## src/rtl/reg_bank.sv

```systemverilog
`default_nettype none
// ============================================================================
// Module   : reg_bank
// Purpose  : Rissy register bank with write-first registered read ports and
//            the program counter held in the top register.
// Revision : 1.0
// ============================================================================
module reg_bank #(
    parameter int              DW      = 16,
    parameter int              AW      = 3,
    parameter logic [DW-1:0]   PC_RST  = 16'hFFFE,
    parameter int              PC_STEP = 2,
    parameter int              ZERO_R0 = 0
) (
    input  logic          clk,
    input  logic          rst,
    input  logic          w_en,
    input  logic [AW-1:0] write_add,
    input  logic [DW-1:0] write_data,
    input  logic          pc_inc,
    input  logic          pc_load,
    input  logic [DW-1:0] pc_target,
    input  logic [AW-1:0] RA_add,
    input  logic [AW-1:0] RB_add,
    output logic [DW-1:0] data_a,
    output logic [DW-1:0] data_b,
    output logic [DW-1:0] address
);

    localparam int            c_NREG    = 2 ** AW;
    localparam logic [AW-1:0] c_PC_IDX  = '1;
    localparam logic [DW-1:0] c_PC_STEP = DW'(PC_STEP);

    logic [DW-1:0] r_regs [c_NREG];
    logic [DW-1:0] w_next [c_NREG];
    logic [DW-1:0] r_data_a;
    logic [DW-1:0] r_data_b;
    logic [DW-1:0] r_address;
    logic          w_gp_write;

    // A write aimed at the PC index is handled by the PC priority chain below.
    assign w_gp_write = w_en && (write_add != c_PC_IDX)
                        && !((ZERO_R0 != 0) && (write_add == '0));

    always_comb begin
        for (int i = 0; i < c_NREG; i++) begin
            w_next[i] = r_regs[i];
        end
        if (w_gp_write) begin
            w_next[write_add] = write_data;
        end
        if (pc_load) begin
            w_next[c_PC_IDX] = pc_target;
        end else if (w_en && (write_add == c_PC_IDX)) begin
            w_next[c_PC_IDX] = write_data;
        end else if (pc_inc) begin
            w_next[c_PC_IDX] = r_regs[c_PC_IDX] + c_PC_STEP;
        end
    end

    // Read ports and fetch address sample the next-state values (write-first).
    always_ff @(posedge clk) begin
        if (rst) begin
            for (int i = 0; i < c_NREG - 1; i++) begin
                r_regs[i] <= '0;
            end
            r_regs[c_PC_IDX] <= PC_RST;
            r_data_a         <= '0;
            r_data_b         <= '0;
            r_address        <= PC_RST;
        end else begin
            for (int i = 0; i < c_NREG; i++) begin
                r_regs[i] <= w_next[i];
            end
            r_data_a  <= w_next[RA_add];
            r_data_b  <= w_next[RB_add];
            r_address <= w_next[c_PC_IDX];
        end
    end

    assign data_a  = r_data_a;
    assign data_b  = r_data_b;
    assign address = r_address;

endmodule
`default_nettype wire

```

## config.mk

```make
export PLATFORM = sky130hd
export DESIGN_NAME = reg_bank
export DESIGN_NICKNAME = d
export VERILOG_FILES = /design/src/rtl/reg_bank.sv
export SDC_FILE = /design/constraint.sdc
export NUM_CORES = 1
export LEC_CHECK = 0
export ABC_AREA = 1
export BUFFER_PORTS_ARGS = -buffer_cell sky130_fd_sc_hd__buf_2
export CORE_UTILIZATION = 30
export CTS_CLUSTER_DIAMETER = 60
export DETAILED_ROUTE_END_ITERATION = 10
export GPL_TIMING_DRIVEN = 0
export PLACE_DENSITY = 0.49
export REMOVE_ABC_BUFFERS = 1
export SLEW_MARGIN = 40
export SYNTH_ARGS = -nofsm -noshare
export SYNTH_HDL_FRONTEND = slang
export SYNTH_SLANG_ARGS = --single-unit
export TNS_END_PERCENT = 30
```

## constraint.sdc

```tcl
create_clock -name clk -period 1.44 [get_ports clk]
set_input_delay 0.216 -clock clk [delete_from_list [all_inputs] [get_ports clk]]
set_output_delay 0.216 -clock clk [all_outputs]
set_load 0.005 [all_outputs]
```

=== Yosys cells after proc, flatten, opt, wreduce, memory -nomap -nowiden ===
Memories as Yosys holds them, arrays and structs flattened.
Cells that the tools add are included.

* $lt $le $gt $ge: 4
* Equality and inequality tests: 2
* Bitwise logic cells: 11
* Reductions and logical operators: 3
* Multiplexer cells: 24
* Add/sub/neg operators: 1

{| class="wikitable"
|+ Operators by type and width
! cell !! count
|-
| 16-bit two-way mux || 16
|-
| 128-bit bitwise mux || 1
|-
| 128-bit two-way mux || 1
|-
| 16-bit binary-select mux with 3-bit select || 2
|-
| 16-bit demux with 3-bit select || 1
|-
| 16-bit by 2-bit adder with 16-bit output (second input constant) || 1
|-
| 4-bit greater-or-equal comparator (second input constant) || 3
|-
| 3-bit inverter with 4-bit output || 3
|-
| 1-bit bitwise OR || 8
|-
| 4-bit by 1-bit < comparator with 1-bit output (second input constant) || 1
|-
| 3-bit == test (second input constant) || 1
|-
| 1-bit logical AND || 3
|-
| 1-bit two-way mux || 3
|-
| 3-bit inequality test (second input constant) || 1
|}

* Memories kept: 1
* Input port bits: 46
* Output and inout port bits: 48
* Bits in writable memories: 128
* Register bits: 48
* Word-level logic and storage cells: 49

{| class="wikitable"
|+ Memory list
! memory !! words !! bits a word !! read ports !! clocked after memory_dff !! wr ports !! RTL line !! source
|-
| r_regs || 8 || 16 || 8 || 0 || 8 || 34 || <nowiki>logic [DW-1:0] r_regs [c_NREG];</nowiki>
|}

=== Depth between registers and ports, before layout ===
* Depth after elaboration: 13
* Depth in mapped cells: 12
* Mapped depth without buffers: 12

=== Worst setup path after synthesis ===
No wires, ideal clock.

* Path kind: flip-flop to flip-flop
* From: reg, netlist name address[1]
* To: reg r_data_a[7] (netlist: data_a[7])
* Required time: 1323 ps
* Path buffers: 0
* Path slack: -65 ps
* Clock period less this slack: 1505 ps
* Arrival: 1388 ps
* Cell stages (with the launch flop): 10
* Library setup time: 117 ps
* Path through: dfxtp_1 -> ha_1 -> nand2_1 -> nor2_1 -> nand2_1 -> xnor2_1 -> o21ai_0 -> nand3_1 -> nand3_1 -> a21oi_1

{| class="wikitable"
|+ RTL lines
! what !! RTL line !! source
|-
| to (signal assigned) || 75 || <nowiki>r_data_a <= w_next[RA_add];</nowiki>
|-
| to (decl) || 36 || <nowiki>logic [DW-1:0] r_data_a;</nowiki>
|}

==> impl_metrics.yaml <==
clock_network:
  clkTransAtPathRegs_ns: 0.07
  clkSinkCount: 160
  cts-root-buf: "clkbuf_16"
  clock_latency_ns: 0.43
  clock_path_buffers: 2
  numCtsBuffers: 17
  htreeDepth: 4
  cts_tree: "done"
global_routing:
  busiest_layer: "met2"
  grt_max_degree: 69
  grt-ovfl-total: 0
  grtUsageTotal_pct: 20.46
  grt_util_met1_pct: 28.06
  grt_pass1_vias: 8157
  antenna_found_initial: 0
  grt_pass1_wl_mm: 47.20
  met3_usage_pct: 2.946
  grt_util_met2_pct: 33.10
synth:
  synth.largest_area_cell: "dfxtp_1"
  synth_area_per_cell_um2: 6.347
  ys_types: 31
  ys_top_cells_by_count: "nand2_1 (375), nor2_1 (210), dfxtp_1 (160)"
  yosysSeqAreaShare_pct: 36.70
  yosys_warnings: 0
  ys.flop_type: "dfxtp_1"
  netlist_area_mm2: 0.008727
  synth.top_cell.area_share_pct: 36.70
  synth_cells: 1375
  synth_seq_cells: 160
  synth_edf_count: 0
  synth.area.top_cells: "dfxtp_1 (37%), nand2_1 (16%), nor2_1 (9.0%)"
  yosysMostFrequentCell: "nand2_1"
  synthArstFlopShare_pct: 0
placed_design:
  post-place-ws_ns: -0.7446
  hpwl_mm: 17.19
  portBuffers: 93
  globalplace.congestion: 0.8059
  dp_cells: 1748
final_layout:
  diodes: 0
  final_core_util_pct: 35.40
  syn_to_final_growth_pct: 16.10
  finish.net_count: 1436
  layout-drive-gt1-share_pct: 17.99
  stdcell_count: 1785
die:
  num_rows: 62
  dieArea_mm2: 0.02978
  die_w_um: 172.6
  core_area_mm2: 0.02863
  io_pins: 94
  die_y_um: 172.6
  start_util_pct: 30.49
sta:
  timing.final.crit_period_ns: 1.651
  worst_pin_slew_ns: 0.8279
  setup_viol: 28
  hold_ws_ns: 0.01205
  hold_violations: 0
  relSlewSlack_pct: 44.81
  setup_ws_ns: -0.2106
  fmax_mhz: 605.8
  slew_violations: 0
  finalCritPeriodShare_pct: 114.6
  skew_ns: 0.01384
  grt_setup_unrepaired: "yes"
power_and_ir_drop:
  p_per_area_mw_per_mm2: 1085
  pwr-share-clk_pct: 39.3
  switching_share_pct: 30.30
  p_seq_share_pct: 42.9
  power.switching_w: 0.003332
  p_leak_nw: 5.095
  combPwrFrac_pct: 17.9
  finalPower_w: 0.01100
  intPower_w: 0.007663
  ir_worst_vdd_v: 0.0007155
critical_path:
  crit_end: "data_a[9]"
  cp.arrival_ns: 2.01
  end_kind: "flip-flop"
  crit_path_start_kind: "flip-flop"
  ff2ff_setup_slack_ns: -0.21
  path_max_fanout: 4
  cp.required_ns: 1.80
  r2r-start: "address[1]"
  worst_r2r_path_depth: 11
  crit_path_start: "address[1]"
  r2r_end: "data_a[9]"
  timing_worst_setup_path_type: "reg2reg"
run:
  maxCapViolCount: 0
drt:
  postRouteAntennaNets: 0
  drc_errors: 0
  vias_per_cell: 4.913
  wirelength_mm: 30.12
  wl_per_cell_um: 16.87
  drt-initial-drc-count: 828
  first_pass_iters: 5
  vias: 8770
status:
  status: "finished with violations"
  violations: "negative setup slack"
worst_hold_path:
  hold_class: "in2reg"
cell type report:
class | instances | area [um2]
Multi-Input combinational cell | 981 | 4757
Clock buffer | 21 | 450.4
Fill cell | 3212 | 18490
Clock inverter | 10 | 90.09
Inverter | 127 | 489.2
Sequential cell | 160 | 3233
Timing Repair Buffer | 102 | 631.9
Tap cell | 384 | 480.5
power by group through the flow:
stage / sequential, W / combinational, W / clock [W]
6_report: 0.00471 / 0.00196 / 0.00432
2_1_floorplan: 0.00479 / 0.00101 / 0
5_1_grt: 0.00473 / 0.00218 / 0.00460
3_5_place_dp: 0.00480 / 0.00178 / 0
3_3_place_gp: 0.00480 / 0.00176 / 0
4_1_cts: 0.00471 / 0.00189 / 0.00442
per-layer routing:
layer	wire length, um	vias to the layer above
met5	0	-
met4	619	0
met3	1376	41
met2	13470	237
met1	14650	4125
li1	-	4367
flip-flops by register name (all words and copies together), names as in the netlist:
signal and count:
address 16, data_b 16, r_regs 112, data_a 16
through the flow:
stage          instance area [um2]  setup TNS (ns)
6_report                     10130          -2.972
5_1_grt                      10130          -6.562
4_1_cts                       9956          -2.957
3_5_place_dp                  9186          -41.43
3_3_place_gp                  9066         -216.55
2_1_floorplan                 8120          -6.970
kinds of logic (layout without fill, tap and decap cells):
family          Yosys count  in the layout  synth area share, %
fa+ha+maj                 1              1               0.1433
buf+inv                 234            260                12.42
compound gates          215            215                14.47
flops                   160            160                36.70
xor+xnor                  3              3               0.3011
simple gates            762            762                35.97
cells in the final DEF (no fill, tap or decap), drive strengths merged:
cell      netlist  final
nand2         385    385
nor2          217    217
dfxtp         160    160
nand3         155    155
inv           126    126
a21oi         115    115
buf            59    102
o21ai          54     54
o211ai         28     28
clkbuf         48     21
o21a            8      8
clkinv          1      7
a31oi           6      6
nand4           3      3
clkinvlp        0      3
o21bai          2      2
a21boi          2      2
xnor2           2      2
xor2            1      1
and2            1      1
or2             1      1
ha              1      1
bufinv          0      1
what timing repair did:
item,CTS,global route
gates resized for setup,70,44
hold buffers,0,0
endpoints found under the hold margin,0,0
endpoints found under the setup margin,45,42
pin swaps,11,26
setup buffers,3,3
worst max-delay path, stage by stage, from the launching register on:
cell and delay, ns:
dfxtp_4 0.38, ha_4 0.17, nand2_4 0.06, nor2_4 0.16, nand2_4 0.10, nor2_4 0.13
nand2_1 0.07, nand3_2 0.08, nand2_4 0.08, nand3_2 0.07, nand3_1 0.09, a21oi_2 0.17
worst min path at each step:
stage / start / end / slack (ns) / depth (start not counted)
2_1_floorplan: rst / r_regs[1][19] / 0.29 / 1
5_1_grt: pc_target[6] / address[6] / 0.03 / 3
4_1_cts: pc_target[9] / address[9] / 0.03 / 3
3_3_place_gp: r_regs[1][14] / r_regs[1][14] / 0.47 / 2
6_report: pc_target[6] / address[6] / 0.01 / 3
3_5_place_dp: r_regs[0][42] / r_regs[0][42] / 0.47 / 2
(Power assumes the default switching activity.)
